File: config.mk
export PLATFORM = sky130hd
export DESIGN_NAME = kim_stream_packetizer_flat
export DESIGN_NICKNAME = d
export VERILOG_FILES = /design/src/rtl/kim_stream_packetizer_if.sv /design/src/rtl/kim_stream_packetizer.sv /design/src/flat_wrapper.sv
export SDC_FILE = /design/constraint.sdc
export NUM_CORES = 1
export LEC_CHECK = 0
export CORE_ASPECT_RATIO = 0.7
export CORE_MARGIN = 2
export CORE_UTILIZATION = 48
export CTS_CLUSTER_SIZE = 25
export DETAILED_ROUTE_END_ITERATION = 6
export MAX_ROUTING_LAYER = met4
export PLACE_DENSITY = 0.79
export REMOVE_ABC_BUFFERS = 1
export SLEW_MARGIN = 20
export SYNTH_ARGS = -nofsm -noshare
export SYNTH_HDL_FRONTEND = slang
export SYNTH_SLANG_ARGS = --single-unit
export TNS_END_PERCENT = 20
File: constraint.sdc
create_clock -name clk -period 2.4 [get_ports clk]
set_input_delay 0.72 -clock clk [delete_from_list [all_inputs] [get_ports clk]]
set_output_delay 0.72 -clock clk [all_outputs]
set_load 0.01 [all_outputs]
File: src/rtl/kim_stream_packetizer_if.sv
// Stream bundle for kim_stream_packetizer: upstream word input plus packetized output.
interface kim_stream_packetizer_if #(
  parameter int DATA_WIDTH = 32
);
  logic                  s_valid;
  logic                  s_ready;
  logic [DATA_WIDTH-1:0] s_data;
  logic                  m_valid;
  logic                  m_ready;
  logic [DATA_WIDTH-1:0] m_data;
  logic                  m_last;

  // slave is the packetizer's view, master is whatever surrounds it
  modport slave (
    input  s_valid, s_data, m_ready,
    output s_ready, m_valid, m_data, m_last
  );
  modport master (
    output s_valid, s_data, m_ready,
    input  s_ready, m_valid, m_data, m_last
  );
endinterface

File: src/rtl/kim_stream_packetizer.sv
// Valid/ready word stream to packets: m_last every BURST_LEN words or on idle-timeout flush.
// Optional statistics counters (pkt_cnt, flush_cnt) are built when KIM_PKT_STATS_EN is defined.
module kim_stream_packetizer #(
  parameter int DATA_WIDTH = 32,
  parameter int BURST_LEN  = 8,
  parameter int TIMEOUT    = 16
) (
  input  logic                          clk,
  input  logic                          rst,
  kim_stream_packetizer_if.slave        bus
`ifdef KIM_PKT_STATS_EN
  ,
  output logic [15:0]                   pkt_cnt,
  output logic [15:0]                   flush_cnt
`endif
);

  localparam int BW = $clog2(BURST_LEN) + 1;
  localparam int IW = $clog2(TIMEOUT + 1) + 1;
  localparam logic [BW-1:0] BEAT_MAX = BW'(BURST_LEN - 1);
  localparam logic [IW-1:0] IDLE_MAX = IW'(TIMEOUT);

  logic                  hold_vld;
  logic [DATA_WIDTH-1:0] hold_data;
  logic [BW-1:0]         beat_cnt;
  logic [IW-1:0]         idle_cnt;

  logic out_free;
  logic acc;
  logic at_burst;
  logic at_timeout;
  logic move;
  logic close_pkt;

  assign out_free    = !bus.m_valid || bus.m_ready;
  assign bus.s_ready = !hold_vld || out_free;
  assign acc         = bus.s_valid && bus.s_ready;
  assign at_burst    = (beat_cnt == BEAT_MAX);
  assign at_timeout  = (TIMEOUT != 0) && (idle_cnt >= IDLE_MAX);
  // A held word only leaves once its packet position is known: a successor, a full burst, or a timeout
  assign move        = hold_vld && out_free && (acc || at_burst || at_timeout);
  assign close_pkt   = at_burst || (at_timeout && !acc);

  // Lookahead stage: every accepted word passes through the hold register
  always_ff @(posedge clk) begin
    if (acc) begin
      hold_data <= bus.s_data;
    end
  end

  // Output stage and packet bookkeeping
  always_ff @(posedge clk) begin
    if (rst) begin
      hold_vld    <= 1'b0;
      bus.m_valid <= 1'b0;
      bus.m_data  <= '0;
      bus.m_last  <= 1'b0;
      beat_cnt    <= '0;
      idle_cnt    <= '0;
    end else begin
      hold_vld <= acc || (hold_vld && !move);

      if (move) begin
        bus.m_valid <= 1'b1;
        bus.m_data  <= hold_data;
        bus.m_last  <= close_pkt;
        beat_cnt    <= close_pkt ? '0 : beat_cnt + 1'b1;
      end else if (out_free) begin
        bus.m_valid <= 1'b0;
      end

      // A stalled output freezes the idle count so backpressure never closes a packet
      if (acc || move) begin
        idle_cnt <= '0;
      end else if (hold_vld && out_free && (idle_cnt < IDLE_MAX)) begin
        idle_cnt <= idle_cnt + 1'b1;
      end
    end
  end

`ifdef KIM_PKT_STATS_EN
  always_ff @(posedge clk) begin
    if (rst) begin
      pkt_cnt   <= '0;
      flush_cnt <= '0;
    end else begin
      if (bus.m_valid && bus.m_ready && bus.m_last) begin
        pkt_cnt <= pkt_cnt + 16'd1;
      end
      if (move && at_timeout && !acc && !at_burst) begin
        flush_cnt <= flush_cnt + 16'd1;
      end
    end
  end
`endif

endmodule
File: src/flat_wrapper.sv
// flat-port wrapper written by rule: the top's interface ports become plain ports
module kim_stream_packetizer_flat 
#(
  parameter int DATA_WIDTH = 32,
  parameter int BURST_LEN  = 8,
  parameter int TIMEOUT    = 16
)
  (clk, rst, bus_s_valid, bus_s_data, bus_m_ready, bus_s_ready, bus_m_valid, bus_m_data, bus_m_last);
  kim_stream_packetizer_if #(.DATA_WIDTH(DATA_WIDTH)) bus_i ();
  input  logic clk;
  input  logic rst;
  input wire logic [$bits(bus_i.s_valid)-1:0] bus_s_valid;
  input wire logic [$bits(bus_i.s_data)-1:0] bus_s_data;
  input wire logic [$bits(bus_i.m_ready)-1:0] bus_m_ready;
  output wire logic [$bits(bus_i.s_ready)-1:0] bus_s_ready;
  output wire logic [$bits(bus_i.m_valid)-1:0] bus_m_valid;
  output wire logic [$bits(bus_i.m_data)-1:0] bus_m_data;
  output wire logic [$bits(bus_i.m_last)-1:0] bus_m_last;
  assign bus_i.s_valid = bus_s_valid;
  assign bus_i.s_data = bus_s_data;
  assign bus_i.m_ready = bus_m_ready;
  assign bus_s_ready = bus_i.s_ready;
  assign bus_m_valid = bus_i.m_valid;
  assign bus_m_data = bus_i.m_data;
  assign bus_m_last = bus_i.m_last;
  kim_stream_packetizer #(.DATA_WIDTH(DATA_WIDTH), .BURST_LEN(BURST_LEN), .TIMEOUT(TIMEOUT)) u_core (.clk(clk), .rst(rst), .bus(bus_i));
endmodule
==> qor.txt, run 1 <==
Initial antenna violation count - 0
First-pass DRT Iterations - 4
Vias per cell - 5.00
Wire per inst - 14.3 um
IO Pins - 71
Inst Count DP - 374
Met2 wire len - 2600 um
Layout cells sized above 1 - 9.75%
Die height - 66.8 um
CTS tree - yes
Worst-Margin Slew - 0.419 ns
Yosys top cell by area - edfxtp_1
Max-cap violations - 0
R2R cell count - 5
R2r endpoint - u_core.idle_cnt[3]
Tot Pwr - 2.57 mW
Comb pwr share - 8.8%
Initial core utilization - 50.6%
Top layer in use - met4
Area grow syn2layout - 35.8%
Die W - 93.7 um
Synthesis warning total - 0
Cell Int Power - 2.02 mW
Final period util - 98.5%
PortBufs - 70
Final wirelength - 5590 um
Gr usage total - 19.6%
DRC viols - 0
Clk_skew - 0.00786 ns
Avg Cell Area, Syn - 11.4 um^2
CP Capture Type - primary output
CP Launch Type - input port
WHS Endpoint - u_core.bus.m_data[12]
Dominant cells by area after synthesis - edfxtp_1 36%, dfxtp_1 33%, nand2_1 9.4%, a21oi_1 6.8%, nor2_2 1.4%
Worst EP arrival - 1.64 ns
Seq pwr share - 56.3%
Synth top area share - 35.5%
Post-Route M1 WL - 2480 um
Skew-Pair Late Insertion Delay - 0.34 ns
Worst R2R Setup Slack - 0.59 ns
Register area share after synthesis - 68.9%
Cell Rows - 22
Fmax - 0.423 GHz
VDD IR max - 0.000435 V
CTS Buf Count - 9
Hold Crit Start - u_core.bus.m_data[12]
Clock share of power - 35.0%
Max-Slew Margin vs Limit - 72.0%
Post-layout util - 68.8%
Number of global-route vias before repair - 1859
Net Sw Power - 0.548 mW
DP HPWL - 3780 um
Ys async rst share - 0%
Non-Filler Instances - 390
Total gr overflow - 0
Post-synth top cells - 68 x nand2_1, 45 x dfxtp_1, 37 x a21oi_1
Largest net degree at the start of global routing - 40
RR Startpoint - u_core.beat_cnt[0]
Via total after detailed routing - 1950
Routed Antenna Nets - 0
Count leader, synth - nand2_1
Htree depth - 3
Routability Congestion - 0.786
Max-slew violations - 0
Crit path kind - in2out
Setup TNS - 0 ns
Distinct cell type count of the synthesized netlist - 33
Max FO, Critical Path - 2
Core area - 0.00534 mm^2
Post-CTS Setup Bufs - 0
ANT cells - 0
HP Class - reg2reg
RSZ-0062 raised after global routing - no
WHS Path Cells - 2
Root Buffer - clkbuf_8
Mapped Area - 0.00270 mm^2
Post-synth EDFFs - 32
Post-synthesis register bit count - 77
PD cells - 701 mW/mm^2
Nets - 351
Synth Instances - 237
Worst EP required - 1.68 ns
Leak - 1.26 nW
Status - finished, final reports clean
Die area - 0.00626 mm^2
Tmin final - 2.36 ns
Switching Share - 21.3%
Clock Sinks - 77
Top_reg_cell synth - dfxtp_1
Starting DRT DRC Count - 78
Final Hold Fails - 0
Global-route wire length before repair - 8800 um
Worst-path clk slew - 0.07 ns
# setup viols final - 0
Clock Path Buffers - 2
Met3 wire len - 480 um
[worst max path at each step]
stage / start / end / slack [ns]
floorplan: bus_m_ready / u_core.idle_cnt[0] / 0.09
detailed placement: bus_m_ready / bus_s_ready / -0.21
CTS: bus_m_ready / bus_s_ready / 0.04
global placement: bus_m_ready / bus_s_ready / -0.15
global route: bus_m_ready / bus_s_ready / 0.03
finish: bus_m_ready / bus_s_ready / 0.04
[per-layer routing]
metal	up-vias	GRT usage, %
met2	78	29.1
met4	0	5.80
met1	903	24.7
met3	4	8.60
met5	-	-
li1	965	-
[registers in the layout, summed over array words and instances (netlist names)]
register            flops
u_core.idle_cnt         6
u_core.beat_cnt         4
u_core.hold_data       32
u_core.bus.m_last       1
u_core.bus.m_valid      1
u_core.hold_vld         1
u_core.bus.m_data      32
[area by class of cell]
| cell class | instances | area, um^2 |
|---|---|---|
| clock inverter | 3 | 38.8 |
| tap | 72 | 90.1 |
| inverter | 1 | 3.75 |
| timing repair buffer | 79 | 767 |
| fill | 424 | 1670 |
| clock buffer | 13 | 139 |
| sequential | 77 | 1860 |
| multi-input combinational | 145 | 772 |
[cells in the final DEF (no fill, tap or decap), types with 2 or more instances in the layout]
cell and n:
nand3b_1 2, xor2_1 2, dfxtp_1 45, nor2_1 3, nor2_2 6, clkbuf_1 4, and3_1 2, buf_4 9
edfxtp_1 32, a31oi_1 2, ha_1 2, clkdlybuf4s50_1 69, a21oi_1 37, or4b_1 2, nand3_1 2, clkbuf_8 9
mux2i_1 2, nand2_1 68, nand4_1 2
[worst max-delay path, stage by stage]
cell	delay (ns)
clkdlybuf4s50_1	0.42
nand3b_1	0.20
dlygate4sd2_1	0.30
[power by group through the flow]
stage	logic, mW	registers, mW	clock network, mW
global route	0.245	1.45	0.983
finish	0.225	1.45	0.900
detailed placement	0.228	1.48	0
floorplan	0.0659	1.49	0
global placement	0.221	1.48	0
CTS	0.228	1.45	0.925
[through the flow]
step | worst slack (ns) | hold WS [ns] | cell area, um^2
2_1_floorplan | 0.0859 | 0.431 | 2640
3_3_place_gp | -0.148 | 0.442 | 3500
3_5_place_dp | -0.212 | 0.442 | 3500
4_1_cts | 0.0361 | 0.456 | 3670
5_1_grt | 0.0265 | 0.475 | 3670
6_report | 0.0355 | 0.454 | 3670
[cells by family (layout without fill, tap and decap cells)]
logic type / count (synthesis) / after routing / synth area share (%)
mux: 2 / 2 / 0.740
flops: 77 / 77 / 68.9
simple gates: 95 / 95 / 16.2
xor+xnor: 3 / 3 / 0.972
fa+ha+maj: 2 / 2 / 0.925
compound gates: 43 / 43 / 9.67
buf+inv: 15 / 96 / 2.64
[repair_timing]
item	4_1_cts	5_1_grt
resized for setup	1	0
setup endpoints to repair	1	0
hold buffers	0	0
Note: power is estimated with default switching activity, not from simulation.
==> run 2: changes to the inputs <==
Settings changed: ABC_AREA set to 1.
==> run 2 against run 1 <==
Area after synthesis grew 1.7%. Utilization fell by 3.2 points. Global-route usage decreased by 0.42 points. Wire length fell by 6.8%. Non-clock buffer count shrank 2. Combinational power up 26%. Clock power down 11%. Sequential cell count stayed put. Largest cell class unchanged. Via count up 0.97%.
==> qor.txt, run 2 <==
Worst EP arrival - 1.60 ns
Mapped Area - 0.00275 mm^2
Core area - 0.00561 mm^2
Skew-Pair Late Insertion Delay - 0.34 ns
Comb pwr share - 11.1%
RR Startpoint - u_core.beat_cnt[0]
WHS Path Cells - 2
Global-route wire length before repair - 8620 um
Clock Path Buffers - 2
Worst EP required - 1.68 ns
Post-synth EDFFs - 32
Initial antenna violation count - 0
Routed Antenna Nets - 0
Layout cells sized above 1 - 7.27%
CP Launch Type - input port
Final Hold Fails - 0
Fmax - 0.431 GHz
Max-slew violations - 0
Root Buffer - clkbuf_8
Max-cap violations - 0
Synth top area share - 35.0%
Worst hold margin - 0.466 ns
HP Class - reg2reg
Most frequent cells in the layout - 73 x nor2_1, 69 x clkdlybuf4s50_1, 45 x dfxtp_1
Register area share after synthesis - 67.7%
DRC viols - 0
Seq pwr share - 57.4%
Top_reg_cell synth - dfxtp_1
WHS Endpoint - u_core.idle_cnt[5]
Switching Share - 23.0%
Seq. cell area - 0.00186 mm^2
Gr usage total - 19.2%
CP peak stage delay - 0.48 ns
Avg Cell Area, Syn - 10.5 um^2
Tmin final - 2.32 ns
Worst-path clk slew - 0.07 ns
Wire per inst - 12.4 um
Area grow syn2layout - 33.9%
First-pass DRT Iterations - 4
Tot Pwr - 2.55 mW
Cell Rows - 23
Worst-Margin Slew - 0.459 ns
Crit path max-delay family - buffers and inverters
DP HPWL - 3640 um
CP Capture Type - primary output
Via total after detailed routing - 1969
RSZ-0062 raised after global routing - no
Vias per cell - 4.70
Total gr overflow - 0
CTS tree - yes
Dominant cells by area after synthesis - edfxtp_1 35%, dfxtp_1 33%, nor2_1 10%, o21ai_0 4.4%, nand2_1 3.7%
# setup viols final - 0
Cells along the critical path - clkdlybuf4s50_1 > inv_1 > nand3_1 > dlygate4sd2_1
Post-synth top cells - 73 x nor2_1, 45 x dfxtp_1, 32 x edfxtp_1
Largest net degree at the start of global routing - 34
Die area - 0.00636 mm^2
ANT cells - 0
PortBufs - 70
Net Sw Power - 0.588 mW
Commonest non-fill, non-tap cell in the layout - nor2_1
Post-synthesis register bit count - 77
Die W - 94.5 um
Post-CTS Setup Bufs - 0
Cell Int Power - 1.97 mW
Crit path kind - in2out
Biggest regs - u_core.bus.m_data: 32 flops, u_core.hold_data: 32 flops, u_core.idle_cnt: 6 flops
PD cells - 694 mW/mm^2
CTS Buf Count - 9
Synthesis warning total - 0
Count leader, synth - nor2_1
Final period util - 96.8%
CP bufs+invs - 3
Synth Instances - 262
Initial core utilization - 49.0%
Fillers - 452
Yosys top cell by area - edfxtp_1
Setup TNS - 0 ns
R2r endpoint - u_core.bus.m_data[22]
Routability Congestion - 0.814
Starting DRT DRC Count - 62
Number of global-route vias before repair - 1846
Nets - 377
Die height - 67.3 um
Critical path's slowest cell - clkdlybuf4s50_1
VDD IR max - 0.000410 V
Hold Crit Start - u_core.idle_cnt[5]
Ys async rst share - 0%
Distinct cell type count of the synthesized netlist - 21
Max-Slew Margin vs Limit - 69.4%
Clock share of power - 31.4%
Clock Sinks - 77
Status - finished, final reports clean
IO Pins - 71
Worst R2R Setup Slack - 0.84 ns
Max FO, Critical Path - 2
R2R cell count - 7
Final wirelength - 5210 um
Hold buffer count at CTS - 0
Multi-input gate area - 729 um^2
Htree depth - 3
Leak - 1.39 nW
Clk_skew - 0.0114 ns
## run 2: cells by family (layout without fill, tap and decap cells)
kind of cell	after synthesis	in the layout	share of synthesized area [%]
AND/OR/NAND/NOR	115	115	17.6
flip-flops	77	77	67.7
AO/OA/AOI/OAI	39	39	7.10
buffers and inverters	26	108	5.74
XOR/XNOR	3	3	0.956
adder cells (fa/ha/maj)	2	2	0.910
## run 2: tightest hold or removal path, cell delays in order (launching register included)
cell	delay, ns
dfxtp_1	0.34
inv_1	0.06
nor2_1	0.03
## run 2: stage by stage
step | area (um^2) | util, % | instances | worst slack, ns
after floorplan | 2650 | - | 251 | 0.374
final | 3680 | 65.6 | 419 | 0.0777
after CTS | 3680 | 65.6 | 419 | 0.0785
after global routing | 3680 | 65.6 | 419 | 0.0266
after detailed placement | 3520 | 62.8 | 403 | -0.173
after global placement | 3520 | 62.8 | 403 | -0.147
## run 2: timing repair
action | in CTS | in global routing
endpoints found under the setup margin | 1 | 0
hold endpoints to repair | 0 | 0
gates resized for setup | 1 | 0
## run 2: power by group through the flow
stage / sequential (mW) / combinational [mW] / clock [mW]
floorplan: 1.51 / 0.0973 / 0
global placement: 1.49 / 0.280 / 0
detailed placement: 1.50 / 0.287 / 0
CTS: 1.47 / 0.288 / 0.823
global route: 1.47 / 0.316 / 0.887
finish: 1.47 / 0.284 / 0.803
## run 2: final cells by class
cell class / count / share of cell area [%]
Clock buffer: 13 / 3.77
Clock inverter: 3 / 0.476
Timing Repair Buffer: 77 / 21.1
Inverter: 15 / 1.67
Sequential cell: 77 / 50.6
Multi-Input combinational cell: 159 / 19.8
Tap cell: 75 / 2.55
## run 2: worst max-delay path by stage
stage,cells past startpoint,start,to
2_1_floorplan,4,bus_m_ready,u_core.hold_data[0]
3_3_place_gp,4,bus_m_ready,bus_s_ready
3_5_place_dp,4,bus_m_ready,bus_s_ready
4_1_cts,4,bus_m_ready,bus_s_ready
5_1_grt,4,bus_m_ready,bus_s_ready
6_report,4,bus_m_ready,bus_s_ready
## run 2: routing by layer
layer  vias to the layer above  global-route usage (%)  wire, um
li1                       1013                       -         -
met1                       893                    22.2      2310
met2                        53                    29.9      2440
met3                        10                    8.15       380
met4                         0                    8.15        82
met5                         -                       -         0
==> run 3: changes to the inputs <==
Settings changed: CTS_BUF_LIST set to sky130_fd_sc_hd__clkbuf_16.
==> run 3 against run 2 <==
Clock-buffer cell count decreased by 4. Hold slack got worse by 0.0024 ns. Clock power increased by 43%. Worst setup slack got worse by 0.0087 ns. Via count increased by 0.61%. Final area increased by 2.8%. Register-to-register slack about the same. Largest cell class unchanged.
==> qor.txt, run 3 (synthesis results as in run 2) <==
Pre-CTS setup slack - -0.173 ns
Routability Congestion - 0.814
Switching Share - 21.8%
Critical path's slowest cell - clkdlybuf4s50_1
Max FO, Critical Path - 2
Worst-Margin Slew - 0.451 ns
Hold buffer count at CTS - 0
Wire per inst - 12.8 um
Nets - 377
CTS tree - yes
Max-cap violations - 0
Fmax - 0.429 GHz
Final Hold Fails - 0
Initial core utilization - 49.0%
Post-placement cell area - 0.00352 mm^2
HP Class - reg2reg
Tmin final - 2.33 ns
Die height - 67.3 um
Net Sw Power - 0.634 mW
Skew-Pair Late Insertion Delay - 0.33 ns
Final Cell Area - 0.00378 mm^2
Critical path origin - bus_m_ready
Clock Sinks - 77
Total gr overflow - 0
Most frequent cells in the layout - 73 x nor2_1, 69 x clkdlybuf4s50_1, 45 x dfxtp_1
Root Buffer - clkbuf_16
Clock Path Buffers - 2
Cells along the critical path - clkdlybuf4s50_1 > inv_1 > nand3_1 > dlygate4sd2_1
Largest net degree at the start of global routing - 34
Htree depth - 3
Worst EP required - 1.68 ns
Worst hold margin - 0.464 ns
Inst Count DP - 403
Starting DRT DRC Count - 59
DRC viols - 0
Leak - 1.46 nW
RR Startpoint - u_core.beat_cnt[0]
Non-Filler Instances - 419
Initial antenna violation count - 0
Cell Rows - 23
CTS Buf Count - 9
Via total after detailed routing - 1981
Die W - 94.5 um
Vias per cell - 4.73
Tot Pwr - 2.91 mW
IO Pins - 71
Crit path kind - in2out
Global-route wire length before repair - 8810 um
First-pass DRT Iterations - 4
Post-layout util - 67.4%
Core area - 0.00561 mm^2
PD cells - 769 mW/mm^2
Final setup margin - 0.0690 ns
Worst R2R Setup Slack - 0.83 ns
Seq pwr share - 50.6%
Final period util - 97.1%
Biggest regs - u_core.bus.m_data: 32 flops, u_core.hold_data: 32 flops, u_core.idle_cnt: 6 flops
RSZ-0062 raised after global routing - no
Die area - 0.00636 mm^2
CP Launch Type - input port
Worst-path clk slew - 0.05 ns
Clock share of power - 39.6%
Post-CTS Setup Bufs - 0
Layout cells sized above 1 - 7.27%
# setup viols final - 0
Worst EP arrival - 1.61 ns
Commonest non-fill, non-tap cell in the layout - nor2_1
VDD IR max - 0.000432 V
Status - finished, final reports clean
Crit path max-delay family - buffers and inverters
Area grow syn2layout - 37.6%
Cell Int Power - 2.28 mW
CP Capture Type - primary output
Setup TNS - 0 ns
DP HPWL - 3640 um
Hold Crit Start - u_core.idle_cnt[5]
CP peak stage delay - 0.49 ns
ANT cells - 0
Max-Slew Margin vs Limit - 69.9%
Final wirelength - 5370 um
CP bufs+invs - 3
Gr usage total - 19.7%
Comb pwr share - 9.8%
Max-slew violations - 0
Number of global-route vias before repair - 1908
Routed Antenna Nets - 0
PortBufs - 70
Clk_skew - 0.00825 ns
==> run 3: cell count changes in the layout (fill, tap and decap cells not counted) <==
cell / delta
clkbuf_16: +9
clkbuf_8: -9
clkbuf_1: -4
inv_1: +4
==> run 3: worst paths after layout <==
path              depth (start not counted)                    end
setup / recovery                          4            bus_s_ready
hold / removal                            2     u_core.idle_cnt[5]
setup reg to reg                          7  u_core.bus.m_data[20]
hold reg to reg                           2     u_core.idle_cnt[5]
==> run 3: worst min-delay path, stage by stage (launching register included) <==
cell and delay (ns):
dfxtp_1 0.33, inv_1 0.06, nor2_1 0.03
==> run 3: metal layers <==
metal	vias up	track usage, %	part of all wire, %
met3	8	7.25	6.6
li1	1013	-	-
met1	908	22.4	43
met2	52	31.4	49
met4	0	9.24	1.3
met5	-	-	0
==> run 3: repair_timing <==
item,CTS,global route
gates resized for setup,1,0
endpoints found under the setup margin,1,0
endpoints found under the hold margin,0,0
==> run 3: layout make-up <==
type	count	area (um^2)
clock buffer	9	225
timing repair buffer	77	777
tap	75	93.8
multi-input combinational	159	729
sequential	77	1860
inverter	15	61.3
fill	443	1830
clock inverter	7	32.5
==> run 3: power by group through the flow <==
stage | clock [mW] | sequential (mW) | combinational (mW)
after floorplan | 0 | 1.51 | 0.0973
after global placement | 0 | 1.49 | 0.280
after detailed placement | 0 | 1.50 | 0.287
after CTS | 1.18 | 1.47 | 0.289
after global routing | 1.24 | 1.48 | 0.317
final | 1.15 | 1.47 | 0.285
